<file path="src/rtl/data_path_muxs_pkg.sv">
// Shared datapath select encodings and pipeline controller state type.
// Also carries the load-use compare so every stage decodes it the same way.
package data_path_muxs_pkg;

  localparam int unsigned REG_ADDR_W = 5;

  typedef enum logic [1:0] {
    RUN    = 2'd0,
    DRAIN  = 2'd1,
    HALTED = 2'd2
  } ctrl_state_t;

  typedef enum logic {
    SEL_ALU  = 1'b0,
    SEL_DMEM = 1'b1
  } mem_to_reg_t;

  typedef enum logic [1:0] {
    DEST_RT = 2'd0,
    DEST_RD = 2'd1,
    DEST_RA = 2'd2
  } reg_dest_t;

  // A load writing $zero never creates a real dependency.
  function automatic logic load_use_hit(
    input logic                  mem_to_reg,
    input logic [REG_ADDR_W-1:0] rt_ex,
    input logic [REG_ADDR_W-1:0] rs_id,
    input logic [REG_ADDR_W-1:0] rt_id
  );
    return (mem_to_reg == SEL_DMEM) && (rt_ex != '0) &&
           ((rt_ex == rs_id) || (rt_ex == rt_id));
  endfunction

endpackage

</file>
<file path="src/rtl/pipeline_ctrl_sat_counter.sv">
// Saturating up-counter with synchronous clear; holds at all-ones.
module sat_counter #(
  parameter int unsigned W = 16
) (
  input  logic         CLK,
  input  logic         clear,
  input  logic         inc,
  output logic [W-1:0] value
);

  logic [W-1:0] r_value;
  logic         w_full;

  assign w_full = &r_value;
  assign value  = r_value;

  always_ff @(posedge CLK) begin
    if (clear) begin
      r_value <= '0;
    end else if (inc && !w_full) begin
      r_value <= r_value + W'(1);
    end
  end

endmodule

</file>
<file path="src/rtl/pipeline_ctrl.sv">
// Pipeline hazard/stall controller: per-cycle hazard priority, halt drain
// sequencing and saturating stall/flush event counters.
module pipeline_ctrl
  import data_path_muxs_pkg::*;
#(
  parameter int unsigned CNT_W = 16
) (
  input  logic                  CLK,
  input  logic                  RST,
  input  logic                  ihit,
  input  logic                  dhit,
  input  logic                  dREN_EX_MEM,
  input  logic                  dWEN_EX_MEM,
  input  logic                  mem_to_reg_ID_EX,
  input  logic [REG_ADDR_W-1:0] Rt_ID_EX,
  input  logic [REG_ADDR_W-1:0] Rs_IF_ID,
  input  logic [REG_ADDR_W-1:0] Rt_IF_ID,
  input  logic                  pc_src_EX,
  input  logic                  halt_EX_MEM,
  input  logic                  halt_MEM_WB,
  output logic                  pc_enable,
  output logic                  enable_IF_ID,
  output logic                  enable_ID_EX,
  output logic                  enable_EX_MEM,
  output logic                  enable_MEM_WB,
  output logic                  flush_IF_ID,
  output logic                  flush_ID_EX,
  output logic                  flush_EX_MEM,
  output logic                  flush_MEM_WB,
  output logic                  halt,
  output logic [CNT_W-1:0]      stall_cnt,
  output logic [CNT_W-1:0]      flush_cnt
);

  ctrl_state_t r_state;
  ctrl_state_t w_state_next;

  logic w_dwait;
  logic w_imiss;
  logic w_branch;
  logic w_loaduse;
  logic w_stall_inc;
  logic w_flush_inc;

  assign w_dwait   = (dREN_EX_MEM | dWEN_EX_MEM) & ~dhit;
  assign w_imiss   = ~ihit;
  assign w_branch  = pc_src_EX;
  assign w_loaduse = load_use_hit(mem_to_reg_ID_EX, Rt_ID_EX, Rs_IF_ID, Rt_IF_ID);

  always_ff @(posedge CLK) begin
    if (RST) begin
      r_state <= RUN;
    end else begin
      r_state <= w_state_next;
    end
  end

  // Enables report the nominal advance; a register seeing both enable and
  // flush loads the bubble.
  always_comb begin
    w_state_next  = r_state;
    pc_enable     = 1'b1;
    enable_IF_ID  = 1'b1;
    enable_ID_EX  = 1'b1;
    enable_EX_MEM = 1'b1;
    enable_MEM_WB = 1'b1;
    flush_IF_ID   = 1'b0;
    flush_ID_EX   = 1'b0;
    flush_EX_MEM  = 1'b0;
    flush_MEM_WB  = 1'b0;
    halt          = 1'b0;
    w_flush_inc   = 1'b0;

    case (r_state)
      RUN: begin
        if (w_dwait) begin
          pc_enable     = 1'b0;
          enable_IF_ID  = 1'b0;
          enable_ID_EX  = 1'b0;
          enable_EX_MEM = 1'b0;
          flush_MEM_WB  = 1'b1;
        end else if (halt_EX_MEM) begin
          pc_enable    = 1'b0;
          flush_IF_ID  = 1'b1;
          flush_ID_EX  = 1'b1;
          flush_EX_MEM = 1'b1;
          w_state_next = DRAIN;
        end else if (w_imiss) begin
          pc_enable   = 1'b0;
          flush_IF_ID = 1'b1;
        end else if (w_branch) begin
          flush_IF_ID = 1'b1;
          flush_ID_EX = 1'b1;
          w_flush_inc = 1'b1;
        end else if (w_loaduse) begin
          pc_enable    = 1'b0;
          enable_IF_ID = 1'b0;
          flush_ID_EX  = 1'b1;
        end
      end
      DRAIN: begin
        pc_enable    = 1'b0;
        flush_IF_ID  = 1'b1;
        flush_ID_EX  = 1'b1;
        flush_EX_MEM = 1'b1;
        if (halt_MEM_WB) begin
          w_state_next = HALTED;
        end
      end
      HALTED: begin
        halt          = 1'b1;
        pc_enable     = 1'b0;
        enable_IF_ID  = 1'b0;
        enable_ID_EX  = 1'b0;
        enable_EX_MEM = 1'b0;
        enable_MEM_WB = 1'b0;
      end
      default: begin
        w_state_next = RUN;
      end
    endcase
  end

  assign w_stall_inc = (r_state == RUN) && !pc_enable;

  sat_counter #(
    .W(CNT_W)
  ) u_stall_cnt (
    .CLK  (CLK),
    .clear(RST),
    .inc  (w_stall_inc),
    .value(stall_cnt)
  );

  sat_counter #(
    .W(CNT_W)
  ) u_flush_cnt (
    .CLK  (CLK),
    .clear(RST),
    .inc  (w_flush_inc),
    .value(flush_cnt)
  );

endmodule
</file>
<file path="config.mk">
export PLATFORM = sky130hd
export DESIGN_NAME = pipeline_ctrl
export DESIGN_NICKNAME = d
export VERILOG_FILES = /design/src/rtl/data_path_muxs_pkg.sv /design/src/rtl/pipeline_ctrl_sat_counter.sv /design/src/rtl/pipeline_ctrl.sv
export SDC_FILE = /design/constraint.sdc
export NUM_CORES = 1
export LEC_CHECK = 0
export ABC_AREA = 1
export CELL_PAD_IN_SITES_DETAIL_PLACEMENT = 1
export CELL_PAD_IN_SITES_GLOBAL_PLACEMENT = 2
export CORE_MARGIN = 2
export CORE_UTILIZATION = 22
export CTS_CLUSTER_DIAMETER = 40
export DETAILED_ROUTE_END_ITERATION = 8
export PLACE_DENSITY_LB_ADDON = 0.1
export SYNTH_ARGS = -nofsm -noshare
export SYNTH_HDL_FRONTEND = slang
export SYNTH_SLANG_ARGS = --single-unit
</file>
<file path="constraint.sdc">
create_clock -name CLK -period 2.2 [get_ports CLK]
set_clock_uncertainty 0.2 [all_clocks]
set_input_delay 0.66 -clock CLK [delete_from_list [all_inputs] [get_ports CLK]]
set_output_delay 0.66 -clock CLK [all_outputs]
set_load 0.05 [all_outputs]
</file>
==> Yosys cells after proc, flatten, opt, wreduce, memory -nomap -nowiden <==
Cells that the tools add are included.
{ "op_classes": {"n_addsub": 2, "eq_ne": 7, "n_mux": 38, "n_bitwise": 4, "reduce_logical": 15} }
{ "op_table": {"columns": ["operator", "n"], "rows": [
  ["$add A16 B1 Y16 const B", 2],
  ["$reduce_and A16 Y1", 2],
  ["$mux W1", 28],
  ["$pmux W1 S2", 6],
  ["$eq A5 B5 Y1", 2],
  ["$mux W2", 3],
  ["$ne A2 B2 Y1 const B", 3],
  ["$pmux W2 S3", 1],
  ["$logic_and A1 B1 Y1", 5],
  ["$reduce_bool A5 Y1", 1],
  ["$reduce_and A4 Y1", 1],
  ["$logic_not A1 Y1", 3],
  ["$eq A2 B1 Y1 const B", 1],
  ["$eq A2 B2 Y1 const B", 1],
  ["$logic_not A2 Y1", 1],
  ["$not A1 Y1", 2],
  ["$reduce_or A2 Y1", 1],
  ["$and A1 B1 Y1", 1],
  ["$logic_or A1 B1 Y1", 1],
  ["$or A1 B1 Y1", 1]
]} }
{ "word_totals": {"register_bits": 34, "output_inout_bits": 42} }

==> Depth between registers and ports, before layout <==
{ "depth": {"ltp_word": 12, "depth_mapped": 13, "mapped_depth_nobuf": 12} }

==> Hierarchy <==
From an unflattened synthesis, not the netlist that was laid out.
{ "hier_totals": {"hier_cells": 389, "area_unflattened_um2": 2436.1} }
{ "modules_own_cells": {"columns": ["module", "instances", "cells_per_inst", "area_each_um2", "seq_area_each_um2"], "rows": [
  ["sat_counter (u_flush_cnt)", 1, 146, 978.4, 320.3],
  ["sat_counter (u_stall_cnt)", 1, 146, 960.9, 320.3],
  ["pipeline_ctrl", 1, 97, 496.7, 40.0]
]} }

==> Least setup slack after synthesis <==
OpenSTA, ideal clock, no wires.
{ "synth_timing": {"path_type": "register to output", "from": "register r_state[0]", "to": "output port enable_ID_EX", "arrival_time_ns": 2.367, "t_required_ns": 1.340, "setup_slack_ns": -1.027, "stages_incl_launch_ff": 7, "path_buffers": 1, "cell_sequence": "dfxtp_1 > inv_1 > ha_1 > inv_1 > nand2_1 > o21ai_0 > buf_4"} }
{ "synth_via": {"elab_chain_len": 2, "word_cells_on_any_way": 3, "cone_classes": "1 x eq/ne; 1 x mux; 1 x reduce/logical"} }
{ "synth_rtl": {"columns": ["item", "line", "source"], "rows": [
  ["start, declared", "pipeline_ctrl.sv:35", "ctrl_state_t r_state;"],
  ["start signal, assigned", "pipeline_ctrl.sv:54", "r_state <= w_state_next;"],
  ["$eq A2 B2 Y1 / $logic_not A2 Y1 (equally long branches)", null, null],
  ["$pmux W1 S2 (*)", null, null],
  ["end, declared", "pipeline_ctrl.sv:23", "output logic enable_ID_EX,"]
]} }
Every way passes the cells marked *; elsewhere a longest branch is shown, timed or not.

==> Final worst setup path <==
{ "layout_timing": {"from": "input port Rt_ID_EX[2]", "to": "output port flush_ID_EX"} }
{ "layout_via": {"elab_chain_len": 9, "word_cells_on_any_way": 12, "cone_classes": "2 x eq/ne; 6 x mux; 4 x reduce/logical"} }
{ "layout_rtl": {"columns": ["item", "line", "source"], "rows": [
  ["start, declared", "pipeline_ctrl.sv:15", "input logic [REG_ADDR_W-1:0] Rt_ID_EX,"],
  ["$eq A5 B5 Y1 / $reduce_bool A5 Y1 (equally long branches)", "data_path_muxs_pkg.sv:32, data_path_muxs_pkg.sv:31", null],
  ["$logic_or A1 B1 Y1 / $logic_and A1 B1 Y1 (equally long branches)", "data_path_muxs_pkg.sv:32, data_path_muxs_pkg.sv:31", null],
  ["$logic_and A1 B1 Y1 (*)", "data_path_muxs_pkg.sv:31", "return (mem_to_reg == SEL_DMEM) && (rt_ex != '0) &&"],
  ["$mux W1 (*)", "pipeline_ctrl.sv:95", "end else if (w_loaduse) begin"],
  ["$mux W1 (*)", "pipeline_ctrl.sv:91", "end else if (w_branch) begin"],
  ["$mux W1 (*)", "pipeline_ctrl.sv:88", "end else if (w_imiss) begin"],
  ["$mux W1 (*)", "pipeline_ctrl.sv:82", "end else if (halt_EX_MEM) begin"],
  ["$mux W1 (*)", "pipeline_ctrl.sv:76", "if (w_dwait) begin"],
  ["$pmux W1 S2 (*)", "pipeline_ctrl.sv:74", "case (r_state)"],
  ["end, declared", "pipeline_ctrl.sv:27", "output logic flush_ID_EX,"]
]} }
Marks and branches as above.

==> flow_summary.json <==
{
  "status": "finished with violations",
  "violations": "setup timing",
  "critPathArrivalTime_ns": 1.63,
  "rsz0062_at_grt": "true",
  "grt_max_degree": 18,
  "worstSkewPairLatency_ns": 0.29,
  "r2r_end": "r_state[0]$_SDFFE_PP0P_",
  "clock_path_buffers": 2,
  "boundaryPins": 67,
  "final_antenna_net_count": 0,
  "yosysMostFrequentCell": "nand2_1",
  "synth_top_area_frac": 0.299,
  "antenna_found_initial": 0,
  "fp.dieArea_um2": 11200,
  "cts_sinks": 34,
  "initial_utilization": 0.224,
  "synth_seq_cells": 34,
  "cts_root_buffer": "clkbuf_8",
  "cap_violations": 0,
  "grt_pass1_vias": 2808,
  "grt_pass1_wl_mm": 13.4,
  "worstHoldStart": "u_flush_cnt.value[14]$_SDFFE_PP0P_",
  "syn_nets": 381,
  "final_cells": 600,
  "cts_made_buffers": 5,
  "num_rows": 37,
  "ff_latch_area_um2": 688,
  "yosys_warnings": 0,
  "coreArea_um2": 10200,
  "endpoint": "flush_ID_EX",
  "synthesis.area_um2": 2280,
  "setup_ws_ns": -0.294,
  "cp-end-kind": "output port",
  "critical_path_required_ns": 1.34,
  "fin_crit_ns": 2.49,
  "ir_drop_mv": 0.302,
  "p_leak_uw": 0.00164,
  "drc": 0,
  "synth_cell_types": 31,
  "synth_area_per_cell_um2": 6.49,
  "clkTransAtPathRegs_ns": 0.07,
  "holdWs_ns": 0.312,
  "slew-limit-headroom": 0.669,
  "dieHeight_um": 106,
  "crit_path_max_fanout": 3,
  "synth_edf_count": 0,
  "async_flop_share": 0,
  "antenna_cells": 0,
  "drtIter0Drc": 41,
  "slew_violations": 0,
  "synth-seq-area-share": 0.299,
  "ff2ff_setup_slack_ns": 0.13,
  "layout-drive-gt1-share": 0.373,
  "wl_per_cell_um": 13.4,
  "hpwl_mm": 6.27,
  "power_density_nw_per_um2": 683,
  "firstDrtPassIters": 4,
  "overflow": 0,
  "synth.top_cells.by_count": "nand2_1, nor2_1, inv_1",
  "tns_ns": -1.34,
  "timing.rr.start": "r_state[1]$_SDFFE_PP0P_",
  "drt-vias-per-instance": 4.37,
  "criticalPathCategory": "in2out",
  "period_share": 1.13,
  "cts_tree": "built",
  "num_vias": 2624,
  "r2r_cells": 13,
  "synthTopCellsByArea": "dfxtp_1, nand2_1, nor2_1",
  "fin_nets": 493,
  "syn2layout_area_growth_pct": 72.6,
  "grt_use_total": 0.150,
  "setup_viol": 9,
  "synth_ff_type": "dfxtp_1",
  "crit_path_start_kind": "input port",
  "fillers": 1252,
  "place.port_buffers": 66,
  "dp_slack_ns": -0.735,
  "yosysTopAreaCell": "dfxtp_1",
  "htree_levels": 2,
  "multi_input_area_um2": 1520,
  "postRouteWirelength_mm": 8.05,
  "hp-class": "reg2reg",
  "place.gp.congestion": 0.783,
  "crit_path_start": "Rt_ID_EX[2]",
  "synth_cells": 351,
  "dp_cells": 583,
  "hold_viol": 0,
  "timing.fmax_mhz": 401,
  "tightestPinTransition_ns": 0.491,
  "die_w_um": 106
}
==> layout make-up <==
class / instances / area share
well taps: 136 / 0.0433
clock inverters: 1 / 0.00764
repair buffers: 116 / 0.323
clock buffers: 7 / 0.0194
multi-input cells: 263 / 0.387
flip-flops and latches: 34 / 0.175
inverters: 43 / 0.0445
==> worst min-delay path by stage <==
stage,end,slack (ns),depth (start not counted)
6_report,u_flush_cnt.value[14]$_SDFFE_PP0P_,0.31,2
5_1_grt,u_stall_cnt.value[15]$_SDFFE_PP0P_,0.34,2
4_1_cts,u_stall_cnt.value[13]$_SDFFE_PP0P_,0.32,2
2_1_floorplan,r_state[1]$_SDFFE_PP0P_,0.35,2
3_5_place_dp,u_stall_cnt.value[13]$_SDFFE_PP0P_,0.30,2
3_3_place_gp,u_stall_cnt.value[13]$_SDFFE_PP0P_,0.29,2
==> through the flow <==
stage | area [um2] | util | total power (uW)
2_1_floorplan | 2390 | - | 1440
3_3_place_gp | 3660 | 0.360 | 1960
3_5_place_dp | 3660 | 0.360 | 1970
4_1_cts | 3880 | 0.381 | 2710
5_1_grt | 3930 | 0.386 | 2830
6_report | 3930 | 0.386 | 2690
==> flip-flops by register name (all words and copies together) (netlist names) <==
| register | cells |
|---|---|
| u_flush_cnt.value | 16 |
| r_state | 2 |
| u_stall_cnt.value | 16 |
==> critical path, cell delays in order <==
cell     delay, ns
buf_8         0.10
inv_4         0.05
nand4_1       0.08
o21ai_1       0.16
inv_1         0.08
nand2_2       0.08
nand2_2       0.05
a31o_4        0.22
buf_12        0.14
==> power by group <==
group,switching [uW],internal (uW)
Combinational,801,624
Clock,244,339
Sequential,26.1,651
==> metal layers <==
metal,vias up,share of wire,global-route usage
met5,-,0,0
met4,0,0.0083,0.0338
met3,5,0.027,0.0223
met2,39,0.53,0.279
met1,1218,0.43,0.180
li1,1362,-,-
==> repair_timing <==
action                     CTS  global route
setup endpoints to repair   41            32
resized for setup          107            22
pin swaps                   30            18
hold buffers                 0             0
buffers inserted            13             1
==> layout by cell type, fill, tap and decap left out, types with 6 or more instances in the layout <==
cell / netlist / layout
nor2_1: 39 / 32
nand4_1: 20 / 20
a21oi_2: 8 / 8
xnor2_1: 13 / 13
dfxtp_1: 34 / 28
nor3_1: 9 / 9
nand3_1: 20 / 19
buf_12: 0 / 25
nand2_1: 94 / 86
dfxtp_2: 0 / 6
xor2_1: 9 / 9
buf_2: 3 / 8
nand2_2: 2 / 8
inv_2: 7 / 10
inv_1: 36 / 28
buf_4: 3 / 55
a21oi_1: 18 / 18
buf_6: 1 / 17
==> logic make-up (layout without fill, tap and decap cells) <==
| kind of cell | Yosys count | in the layout | share of synthesized area |
|---|---|---|---|
| and+or+nand+nor | 194 | 194 | 0.382 |
| buffers and inverters | 54 | 167 | 0.0988 |
| AOI/OAI and AO/OA | 42 | 42 | 0.108 |
| DFF | 34 | 34 | 0.299 |
| xor gates and xnor gates | 22 | 22 | 0.0846 |
| adders and majority gates | 5 | 5 | 0.0275 |
Power figures use the tool's default switching activity.
